===== config.mk =====
export PLATFORM = sky130hd
export DESIGN_NAME = hazard_ctrl
export DESIGN_NICKNAME = d
export VERILOG_FILES = /design/src/rtl/hazard_ctrl.sv
export SDC_FILE = /design/constraint.sdc
export NUM_CORES = 1
export LEC_CHECK = 0
export BUFFER_PORTS_ARGS = -buffer_cell sky130_fd_sc_hd__buf_2
export CAP_MARGIN = 20
export CORE_MARGIN = 2
export CORE_UTILIZATION = 51
export DETAILED_ROUTE_END_ITERATION = 6
export PLACE_DENSITY = 0.79
export SYNTH_ARGS = -nofsm -noshare
export SYNTH_HDL_FRONTEND = slang
export SYNTH_SLANG_ARGS = --single-unit

===== constraint.sdc =====
create_clock -name clk_i -period 2.6 [get_ports clk_i]
set_input_delay 0 -clock clk_i [delete_from_list [all_inputs] [get_ports clk_i]]
set_output_delay 0 -clock clk_i [all_outputs]
set_load 0.05 [all_outputs]

===== src/rtl/hazard_ctrl.sv =====
// -----------------------------------------------------------------------------
// hazard_ctrl
//
// Pipeline hazard controller for the 5-stage CPU.
//
// Generates the per-cycle pipeline steering signals:
//   * load-use bubble: PC and IF/ID are frozen for one cycle and the ID-stage
//     control mux is told to zero the WB/MEM/EX fields entering ID/EX
//   * taken-branch flush of IF/ID
//   * full pipeline freeze while a multi-cycle data-memory access is pending
// It also keeps saturating statistics on load-use bubbles and memory-wait
// cycles, and raises a sticky error when a memory access waits too long.
//
// Parameters
//   REG_AW   register address width
//   CNT_W    width of the stall statistics counters
//   TIMEOUT  MEM_WAIT cycles before err_o sets (>= 2)
//
// Ports
//   clk_i           clock, all state updates on the rising edge
//   rst_i           synchronous active-low reset
//   ifid_rs_i       rs field of the instruction in ID
//   ifid_rt_i       rt field of the instruction in ID
//   ifid_uses_rt_i  ID instruction reads rt as a source
//   idex_memread_i  instruction in EX is a load
//   idex_rt_i       destination rt of the instruction in EX
//   branch_taken_i  branch resolved taken in ID this cycle
//   dmem_req_i      MEM stage has a data-memory access this cycle
//   dmem_ack_i      data memory completes the access this cycle
//   pc_write_o      PC update enable
//   ifid_write_o    IF/ID register write enable
//   bubble_o        control mux select, 1 = zero WB/MEM/EX controls
//   ifid_flush_o    clear IF/ID to NOP
//   pipe_hold_o     hold ID/EX, EX/MEM, MEM/WB registers
//   lu_cnt_o        load-use bubbles inserted (saturating)
//   mw_cnt_o        memory-wait cycles (saturating)
//   err_o           sticky memory-acknowledge timeout flag
// -----------------------------------------------------------------------------
module hazard_ctrl #(
   parameter int unsigned REG_AW  = 5,
   parameter int unsigned CNT_W   = 16,
   parameter int unsigned TIMEOUT = 64
) (
   input  logic              clk_i,
   input  logic              rst_i,
   input  logic [REG_AW-1:0] ifid_rs_i,
   input  logic [REG_AW-1:0] ifid_rt_i,
   input  logic              ifid_uses_rt_i,
   input  logic              idex_memread_i,
   input  logic [REG_AW-1:0] idex_rt_i,
   input  logic              branch_taken_i,
   input  logic              dmem_req_i,
   input  logic              dmem_ack_i,
   output logic              pc_write_o,
   output logic              ifid_write_o,
   output logic              bubble_o,
   output logic              ifid_flush_o,
   output logic              pipe_hold_o,
   output logic [CNT_W-1:0]  lu_cnt_o,
   output logic [CNT_W-1:0]  mw_cnt_o,
   output logic              err_o
);

   // wcnt only needs to reach TIMEOUT-1; it parks there once reached
   localparam int unsigned WCNT_W = (TIMEOUT > 2) ? $clog2(TIMEOUT) : 1;
   localparam logic [WCNT_W-1:0] WCNT_LAST = WCNT_W'(TIMEOUT - 1);

   typedef enum logic [0:0] {
      RUN      = 1'b0,
      MEM_WAIT = 1'b1
   } state_t;

   state_t              state_q, state_d;
   logic [WCNT_W-1:0]   wcnt_q, wcnt_d;
   logic [CNT_W-1:0]    lu_cnt_q, lu_cnt_d;
   logic [CNT_W-1:0]    mw_cnt_q, mw_cnt_d;
   logic                err_q, err_d;

   logic                lu;
   logic                ms;
   logic                lu_evt;

   // ------------------------------------------------------------------
   // Hazard terms
   // ------------------------------------------------------------------
   always_comb begin
      lu = 1'b0;
      if (idex_memread_i && (idex_rt_i != '0)) begin
         if (idex_rt_i == ifid_rs_i) begin
            lu = 1'b1;
         end else if (ifid_uses_rt_i && (idex_rt_i == ifid_rt_i)) begin
            lu = 1'b1;
         end
      end
      // an ack without a request is simply not a stall
      ms = dmem_req_i & ~dmem_ack_i;
   end

   // ------------------------------------------------------------------
   // Next state and control outputs
   // ------------------------------------------------------------------
   always_comb begin
      state_d      = state_q;
      pc_write_o   = 1'b1;
      ifid_write_o = 1'b1;
      bubble_o     = 1'b0;
      ifid_flush_o = 1'b0;
      pipe_hold_o  = 1'b0;
      lu_evt       = 1'b0;

      if (!rst_i) begin
         pc_write_o   = 1'b0;
         ifid_write_o = 1'b0;
         bubble_o     = 1'b1;
         state_d      = RUN;
      end else begin
         // memory stall outranks everything; the ack cycle still holds
         if ((state_q == MEM_WAIT) || ms) begin
            pc_write_o   = 1'b0;
            ifid_write_o = 1'b0;
            pipe_hold_o  = 1'b1;
         end else if (lu) begin
            // branch flush deliberately dropped: the branch re-resolves
            // next cycle with forwarded load data
            pc_write_o   = 1'b0;
            ifid_write_o = 1'b0;
            bubble_o     = 1'b1;
            lu_evt       = 1'b1;
         end else if (branch_taken_i) begin
            ifid_flush_o = 1'b1;
         end

         unique case (state_q)
            RUN: begin
               if (ms) begin
                  state_d = MEM_WAIT;
               end
            end
            MEM_WAIT: begin
               if (dmem_ack_i) begin
                  state_d = RUN;
               end
            end
            default: state_d = RUN;
         endcase
      end
   end

   // ------------------------------------------------------------------
   // Wait counter, timeout flag and statistics
   // ------------------------------------------------------------------
   always_comb begin
      wcnt_d   = '0;
      err_d    = err_q;
      lu_cnt_d = lu_cnt_q;
      mw_cnt_d = mw_cnt_q;

      if (state_q == MEM_WAIT) begin
         if (wcnt_q == WCNT_LAST) begin
            err_d  = 1'b1;
            wcnt_d = wcnt_q;
         end else begin
            wcnt_d = wcnt_q + WCNT_W'(1);
         end
      end

      if (lu_evt && (lu_cnt_q != '1)) begin
         lu_cnt_d = lu_cnt_q + CNT_W'(1);
      end

      if (pipe_hold_o && (mw_cnt_q != '1)) begin
         mw_cnt_d = mw_cnt_q + CNT_W'(1);
      end
   end

   always_ff @(posedge clk_i) begin
      if (!rst_i) begin
         state_q  <= RUN;
         wcnt_q   <= '0;
         lu_cnt_q <= '0;
         mw_cnt_q <= '0;
         err_q    <= 1'b0;
      end else begin
         state_q  <= state_d;
         wcnt_q   <= wcnt_d;
         lu_cnt_q <= lu_cnt_d;
         mw_cnt_q <= mw_cnt_d;
         err_q    <= err_d;
      end
   end

   assign lu_cnt_o = lu_cnt_q;
   assign mw_cnt_o = mw_cnt_q;
   assign err_o    = err_q;

endmodule


==> flow_summary.json, run 1 <==
{
  "grt_pass1_wl_mm": 7.20,
  "hold_class": "in -> reg",
  "yosysMostFrequentCell": "dfxtp_1",
  "syn_avg_cell_area_um2": 8.61,
  "r2r_end": "lu_cnt_o[5]$_SDFFE_PN0P_",
  "start_util_pct": 52.2,
  "root_buffer": "clkbuf_8",
  "track_usage_pct": 20.8,
  "area_growth_pct": 20.9,
  "fin_crit_sh_pct": 83.9,
  "reg2reg_slack_ns": 0.42,
  "finalSetupTns_ns": 0,
  "diodes": 0,
  "cts_num_sinks": 40,
  "dr_total_vias": 1918,
  "fp.dieH_um": 67.5,
  "syn_inst": 239,
  "worstSetupStartpointType": "flip-flop",
  "synth_top_area_cell": "dfxtp_1",
  "ys.flop_type": "dfxtp_1",
  "maxSlewHeadroom_pct": 56.2,
  "grt_max_degree": 30,
  "numCtsBuffers": 5,
  "drc": 0,
  "port_buffers": 59,
  "ys_seq_elements": 40,
  "drtIter0Drc": 111,
  "hold_start": "rst_i",
  "die_area_um2": 4560,
  "syn_area_um2": 2060,
  "routed_wl_mm": 4.53,
  "whs_endpoint": "lu_cnt_o[9]$_SDFFE_PN0P_",
  "wl_per_cell_um": 12.9,
  "peakVddDrop_mv": 0.377,
  "finalInstanceArea_um2": 2490,
  "grt_pass1_vias": 1647,
  "clkTransAtPathRegs_ns": 0.07,
  "vias_per_cell": 5.45,
  "grt_antenna_before_repair": 0,
  "cp.arrival_ns": 2.40,
  "ys_types": 43,
  "nets": 327,
  "cts_resized": 0,
  "reg2regPathDepth": 7,
  "hold_path_depth": 2,
  "ys_top_cells_by_area": "dfxtp_1, xnor2_1, xor2_1",
  "io_pins": 60,
  "finalClockSkew_ns": 0.00704,
  "cp_max_fo": 14,
  "yosys_warnings": 0,
  "status": "finished clean",
  "clk_latency_ns": 0.29,
  "rows": 23,
  "clockBufferDepth": 2,
  "cap_violations": 0,
  "slew_viol_final": 0,
  "async_flop_share_pct": 0,
  "fmax_ghz": 0.458,
  "critPathCaptureType": "flip-flop",
  "ant_nets": 0,
  "detailed_place_hpwl_mm": 3.27,
  "syn_nets": 264,
  "synth_top_area_share_pct": 38.9,
  "r2r_start": "lu_cnt_o[0]$_SDFFE_PN0P_",
  "routabilityCongestion": 0.924,
  "worstMarginPinSlew_ns": 0.648,
  "setup_violations": 0,
  "seq_area_frac_synth_pct": 38.9,
  "critPathKind": "reg -> reg",
  "p_leak_nw": 1.02,
  "synth-edff-count": 0,
  "drive_above_1_share_pct": 25.8,
  "power_density_nw_per_um2": 457,
  "die_x_um": 67.5,
  "cts_tree": "done",
  "core_area_um2": 3940,
  "rsz0062_at_grt": "false",
  "grt_overflow_total": 0,
  "critPathRequiredTime_ns": 2.82,
  "finalHoldViolations": 0,
  "dr.pass1.iters": 4,
  "synth_common_cells": "dfxtp_1, nor2_1, nand3_1, nand2_1, xnor2_1",
  "htree_levels": 2,
  "layout_min_cycle_time_ns": 2.18,
  "place_area_um2": 2390
}
registers in the layout, indices dropped and copies added (netlist names):
register,cells
state_q,1
err_o,1
mw_cnt_o,16
lu_cnt_o,16
wcnt_q,6
routing by layer:
| layer | global-route usage [%] | routed length, um |
|---|---|---|
| met5 | 0 | 0 |
| met4 | 6.38 | 30 |
| met3 | 5.67 | 204 |
| met1 | 26.8 | 2120 |
| met2 | 33.8 | 2180 |
cell type report:
class | instances | area, um2
clock inverters | 1 | 5.00
multi-input cells | 189 | 1210
inverters | 4 | 15.0
repair buffers | 62 | 323
clock buffers | 6 | 72.6
well taps | 50 | 62.6
fillers | 341 | 1460
flip-flops and latches | 40 | 801
worst max-delay path, stage by stage, from the launching register on:
cell and delay [ns]:
dfxtp_1 0.36, ha_1 0.28, nand2_1 0.10, nor3_1 0.09
a311oi_4 0.40, nand2_2 0.24, or4_1 0.51, a21oi_1 0.14
timing repair:
action,in CTS,in global routing
setup endpoints to repair,0,0
hold endpoints to repair,1,0
setup buffers,0,0
hold buffers,2,0
metrics by stage:
step	hold WS [ns]	instances	setup slack [ns]	util [%]	power, W
2_1_floorplan	0.0793	239	0.0940	-	0.000724
3_3_place_gp	0.225	343	0.535	60.6	0.000759
3_5_place_dp	0.226	343	0.465	60.6	0.000761
4_1_cts	0.0519	352	0.449	63.1	0.00115
5_1_grt	0.0650	352	0.322	63.1	0.00118
6_report	0.0612	352	0.418	63.1	0.00114
where the power goes:
group / internal [W] / switching, W
registers: 0.000617 / 0.00000617
clock network: 0.000183 / 0.000206
logic: 0.0000462 / 0.0000801
total: 0.000845 / 0.000292
cells by family (layout without fill, tap and decap cells):
group	Yosys count	after routing	share of synthesized area, %
xor gates and xnor gates	31	31	13.2
muxes	6	6	2.92
buffers and inverters	10	73	2.37
adders and majority gates	3	3	1.82
and+or+nand+nor	121	121	30.3
AOI/OAI and AO/OA	28	28	10.5
DFF	40	40	38.9
cells in the final DEF, fill, tap and decap left out, types with 4 or more instances in the layout:
| cell type | count |
|---|---|
| o31ai_1 | 4 |
| dfxtp_1 | 40 |
| o21ai_0 | 7 |
| or3_1 | 4 |
| buf_2 | 59 |
| nand4_1 | 8 |
| mux2i_1 | 6 |
| or4_1 | 4 |
| xor2_1 | 14 |
| nor2_1 | 31 |
| clkbuf_8 | 5 |
| nand2_1 | 20 |
| nor3_1 | 6 |
| nand3_1 | 24 |
| and3_1 | 7 |
| a21oi_1 | 9 |
| xnor2_1 | 17 |
| inv_1 | 4 |
how the worst max path moves through the flow:
| stage | startpoint | end | slack, ns | cells after the start |
|---|---|---|---|---|
| after floorplan | idex_rt_i[1] | ifid_flush_o | 0.09 | 5 |
| after global placement | lu_cnt_o[0]$_SDFFE_PN0P_ | lu_cnt_o[5]$_SDFFE_PN0P_ | 0.54 | 7 |
| after detailed placement | lu_cnt_o[0]$_SDFFE_PN0P_ | lu_cnt_o[5]$_SDFFE_PN0P_ | 0.47 | 7 |
| after CTS | lu_cnt_o[0]$_SDFFE_PN0P_ | lu_cnt_o[5]$_SDFFE_PN0P_ | 0.45 | 7 |
| after global routing | lu_cnt_o[0]$_SDFFE_PN0P_ | lu_cnt_o[5]$_SDFFE_PN0P_ | 0.32 | 7 |
| final | lu_cnt_o[0]$_SDFFE_PN0P_ | lu_cnt_o[5]$_SDFFE_PN0P_ | 0.42 | 7 |
Power figures use the tool's default switching activity.
==> inputs of run 2 (changes only) <==
clock period = 2.1 ns   (was 2.6 ns; I/O delays follow)
==> flow_summary.json, run 2 (synthesis gave the netlist of run 1 again) <==
{
  "numCtsBuffers": 5,
  "critPathCaptureType": "flip-flop",
  "setup_violations": 0,
  "rows": 23,
  "finalHoldViolations": 0,
  "place_ws_ns": 0.0339,
  "grt_max_degree": 30,
  "cts_tree": "done",
  "clockBufferDepth": 2,
  "routabilityCongestion": 0.867,
  "port_buffers": 59,
  "io_pins": 60,
  "slowest_delay_ns": 0.51,
  "final_util_pct": 65.7,
  "diodes": 0,
  "core_area_um2": 3940,
  "fill_cells": 342,
  "hold_class": "in -> reg",
  "drtIter0Drc": 112,
  "htree_levels": 2,
  "p_total_w": 0.00155,
  "root_buffer": "clkbuf_8",
  "cap_violations": 0,
  "grt_overflow_total": 0,
  "cp_max_fo": 9,
  "ant_nets": 0,
  "drc": 0,
  "critPathKind": "reg -> reg",
  "slowest_stage": "or4_1",
  "clk_latency_ns": 0.29,
  "wl_per_cell_um": 13.1,
  "maxSlewHeadroom_pct": 61.7,
  "critPathRequiredTime_ns": 2.32,
  "finalSetupTns_ns": 0,
  "area_growth_pct": 25.8,
  "mostFrequentLayoutCells": "buf_2, dfxtp_1, nor2_1, nand3_1, nand2_1",
  "start_util_pct": 52.2,
  "status": "finished clean",
  "grt_pass1_wl_mm": 7.42,
  "cts_num_sinks": 40,
  "fin_crit_sh_pct": 96.4,
  "layout_min_cycle_time_ns": 2.02,
  "routed_wl_mm": 4.70,
  "die_area_um2": 4560,
  "clkTransAtPathRegs_ns": 0.08,
  "peakVddDrop_mv": 0.426,
  "grt_antenna_before_repair": 0,
  "worstSetupStartpointType": "flip-flop",
  "worstMarginPinSlew_ns": 0.568,
  "p_leak_nw": 1.08,
  "final_common_cell": "buf_2",
  "dr_total_vias": 1941,
  "nets": 334,
  "power_density_nw_per_um2": 598,
  "grt_pass1_vias": 1670,
  "dr.pass1.iters": 4,
  "setup_slack_ns": 0.0750,
  "track_usage_pct": 21.9,
  "fmax_ghz": 0.494,
  "path_cells": "ha_1 > nand2_1 > nor3_1 > a311oi_4 > nand2_4 > or4_1 > a21oi_2",
  "cp.arrival_ns": 2.25,
  "drive_above_1_share_pct": 30.0,
  "slew_viol_final": 0,
  "die_x_um": 67.5,
  "fp.dieH_um": 67.5,
  "finalClockSkew_ns": 0.00760,
  "vias_per_cell": 5.39,
  "detailed_place_hpwl_mm": 3.50
}
==> run 2: changes by cell type in the layout (fill, tap and decap cells not counted), sizes merged <==
cell	previous run	this run
bufinv	0	1
buf	60	67
==> run 2: power breakdown <==
group / switching (W) / internal [W] / leakage [nW]
combinational: 0.000102 / 0.0000609 / 0.704
clock: 0.000262 / 0.000353 / 0.0552
sequential: 0.00000741 / 0.000764 / 0.325
==> run 2: repair_timing <==
item,CTS,global route
gates cloned,0,0
buffers inserted,0,3
endpoints found under the setup margin,1,4
hold endpoints to repair,1,0
pin swaps,1,2
hold buffers,2,0
gates resized for setup,0,2
==> run 2: critical path: cells and delay by family (launching register included) <==
family                   cells  cell delay, ns
flip-flops                   1            0.35
AND/OR/NAND/NOR              4            0.82
adder cells (fa/ha/maj)      1            0.25
AO/OA/AOI/OAI                2            0.53
==> run 2: final timing paths <==
check | startpoint | to | slack (ns) | depth (start not counted)
hold / removal | rst_i | mw_cnt_o[0]$_SDFFE_PN0P_ | 0.05 | 3
hold reg to reg | mw_cnt_o[0]$_SDFFE_PN0P_ | mw_cnt_o[0]$_SDFFE_PN0P_ | 0.50 | 1
setup reg to reg | lu_cnt_o[0]$_SDFFE_PN0P_ | lu_cnt_o[5]$_SDFFE_PN0P_ | 0.08 | 7
setup / recovery | lu_cnt_o[0]$_SDFFE_PN0P_ | lu_cnt_o[5]$_SDFFE_PN0P_ | 0.08 | 7
==> run 2: area by class of cell <==
type	instances	area, um2	share of cell area, %
multi-input combinational	189	1220	47.2
sequential	40	807	31.2
timing repair buffer	69	375	14.5
clock buffer	6	72.6	2.80
tap	50	62.6	2.42
clock inverter	2	35.0	1.35
inverter	4	15.0	0.580
==> run 2: per-layer routing <==
metal | wire, um | share of wire (%) | track usage, %
met1 | 2110 | 45 | 26.7
met2 | 2310 | 49 | 36.0
met3 | 189 | 4.0 | 5.67
met4 | 98 | 2.1 | 9.69
met5 | 0 | 0 | 0
==> run 2: per-stage QoR <==
stage	hold slack, ns	std cells	area [um2]
2_1_floorplan	0.0793	239	2070
3_3_place_gp	0.229	347	2430
3_5_place_dp	0.240	347	2430
4_1_cts	0.0381	357	2560
5_1_grt	0.0636	360	2590
6_report	0.0528	360	2590
==> inputs of run 3 (changes only) <==
ABC_AREA = 1   (was default)
CORE_UTILIZATION = 52   (was 51)
==> flow_summary.json, run 3 <==
{
  "status": "finished clean",
  "nets": 450,
  "cts_hold_buf": 2,
  "port_buffers": 59,
  "fin_crit_sh_pct": 81.2,
  "syn_inst": 360,
  "post_cts_buffers": 0,
  "maxSlewHeadroom_pct": 68.7,
  "routabilityCongestion": 0.826,
  "layout_min_cycle_time_ns": 1.71,
  "grt_antenna_before_repair": 0,
  "syn_area_um2": 2260,
  "synth_common_cells": "nand2_1, inv_1, nor2_1, dfxtp_1, nand3_1",
  "ys_seq_elements": 40,
  "detailed_place_hpwl_mm": 3.95,
  "ys_top_cells_by_area": "dfxtp_1, nand2_1, inv_1",
  "grt_pass1_vias": 2157,
  "fp.dieH_um": 70.0,
  "clkTransAtPathRegs_ns": 0.08,
  "yosys_warnings": 0,
  "yosysMostFrequentCell": "nand2_1",
  "die_x_um": 70.0,
  "final_common_cell": "nand2_1",
  "io_pins": 60,
  "worstMarginPinSlew_ns": 0.469,
  "critPathRequiredTime_ns": 2.29,
  "cap_violations": 0,
  "globalRoute.busiestLayer": "met2",
  "worstSetupStartpointType": "flip-flop",
  "syn_avg_cell_area_um2": 6.29,
  "wl_per_cell_um": 10.9,
  "async_flop_share_pct": 0,
  "p_leak_nw": 1.31,
  "peakVddDrop_mv": 0.310,
  "cts_tree": "done",
  "ys.flop_type": "dfxtp_1",
  "path_cells": "ha_1 > nand3_1 > nor2_1 > nand2_2 > nor2_4 > inv_1 > nand3_1 > nor2_1 > a21oi_1 > nor2_1",
  "synth_top_area_cell": "dfxtp_1",
  "cpMostUsedCell": "nor2_1",
  "fmax_ghz": 0.586,
  "routed_wl_mm": 5.20,
  "grt_max_degree": 27,
  "finalHoldViolations": 0,
  "dr.pass1.iters": 4,
  "drc": 0,
  "grtUsageMet2_pct": 39.4,
  "hold_class": "in -> reg",
  "rows": 23,
  "grt_use_met1_pct": 25.9,
  "clk_latency_ns": 0.29,
  "final_util_pct": 67.5,
  "fill_cells": 396,
  "start_util_pct": 55.4,
  "rsz0062_at_grt": "false",
  "numCtsBuffers": 5,
  "post_layout_nonfiller_instances": 476,
  "finalSetupTns_ns": 0,
  "root_buffer": "clkbuf_8",
  "seq_area_frac_synth_pct": 35.4,
  "track_usage_pct": 21.7,
  "synth_top_area_share_pct": 35.4,
  "setup_violations": 0,
  "critPathCaptureType": "flip-flop",
  "cp_max_fo": 5,
  "drive_above_1_share_pct": 19.5,
  "grt_overflow_total": 0,
  "diodes": 0,
  "power_density_nw_per_um2": 586,
  "finalClockSkew_ns": 0.00739,
  "synth-edff-count": 0,
  "cts_resized": 0,
  "syn_nets": 385,
  "met3_usage_pct": 4.62,
  "dr_total_vias": 2414,
  "crit_buf_inv": 1,
  "die_area_um2": 4900,
  "slew_viol_final": 0,
  "ys_types": 29,
  "mostFrequentLayoutCells": "nand2_1, buf_2, inv_1, nor2_1, dfxtp_1",
  "cp_top_family": "simple AND/OR/NAND/NOR gates",
  "critPathKind": "reg -> reg",
  "htree_levels": 2,
  "area_growth_pct": 21.8,
  "grt_pass1_wl_mm": 8.80,
  "cp.arrival_ns": 1.89,
  "dp.cells": 466,
  "clockBufferDepth": 2,
  "drtIter0Drc": 95,
  "cts_num_sinks": 40,
  "slowest_delay_ns": 0.37,
  "ant_nets": 0,
  "vias_per_cell": 5.07,
  "slowest_stage": "dfxtp_1",
  "core_area_um2": 4090
}
run 3: cell families after synthesis:
| kind of cell | synth area share [%] |
|---|---|
| adder cells (fa/ha/maj) | 1.66 |
| AO/OA/AOI/OAI | 10.6 |
| flip-flops | 35.4 |
| AND/OR/NAND/NOR | 40.5 |
| XOR/XNOR | 1.55 |
| buffers and inverters | 10.4 |
run 3: final timing paths:
check                           start                   endpoint  slack [ns]  cells past startpoint
max          lu_cnt_o[1]$_SDFFE_PN0P_   lu_cnt_o[5]$_SDFFE_PN0P_        0.39                     10
min                             rst_i  lu_cnt_o[11]$_SDFFE_PN0P_        0.20                      4
max reg2reg  lu_cnt_o[1]$_SDFFE_PN0P_   lu_cnt_o[5]$_SDFFE_PN0P_        0.39                     10
min reg2reg        err_o$_SDFFE_PN0P_         err_o$_SDFFE_PN0P_        0.46                      2
run 3: stage by stage:
stage / power [W] / cell area, um2 / worst slack (ns) / hold slack, ns
after floorplan: 0.000894 / 2260 / 0.148 / 0.0793
after global placement: 0.000940 / 2610 / 0.495 / 0.181
after detailed placement: 0.000943 / 2610 / 0.417 / 0.184
after CTS: 0.00163 / 2760 / 0.397 / 0.199
after global routing: 0.00168 / 2760 / 0.164 / 0.216
final: 0.00162 / 2760 / 0.395 / 0.200
run 3: area by class of cell:
type                            instances  area (um2)  area share (%)
Tap cell                               50        62.6            2.27
Timing Repair Buffer                   63         330            12.0
Multi-Input combinational cell        259        1230            44.5
Inverter                               56         210            7.62
Clock buffer                            7        96.3            3.49
Sequential cell                        40         801            29.0
Clock inverter                          1        30.0            1.09
run 3: layer usage:
| layer | up-vias | share of wire (%) |
|---|---|---|
| li1 | 1271 | - |
| met1 | 1080 | 46 |
| met2 | 54 | 48 |
| met3 | 9 | 4.3 |
| met4 | 0 | 1.4 |
| met5 | - | 0 |
run 3: report_power, final:
group          internal (W)  switching [W]  total (W)
clock              0.000419       0.000269   0.000689
sequential         0.000763     0.00000514   0.000768
combinational     0.0000511       0.000109   0.000160
run 3: worst reg2reg max path, delay by kind of cell, from the launching register on:
| family | cells | cell delay [ns] |
|---|---|---|
| simple gates | 7 | 0.83 |
| flops | 1 | 0.37 |
| fa+ha+maj | 1 | 0.22 |
| compound gates | 1 | 0.12 |
| buf+inv | 1 | 0.08 |
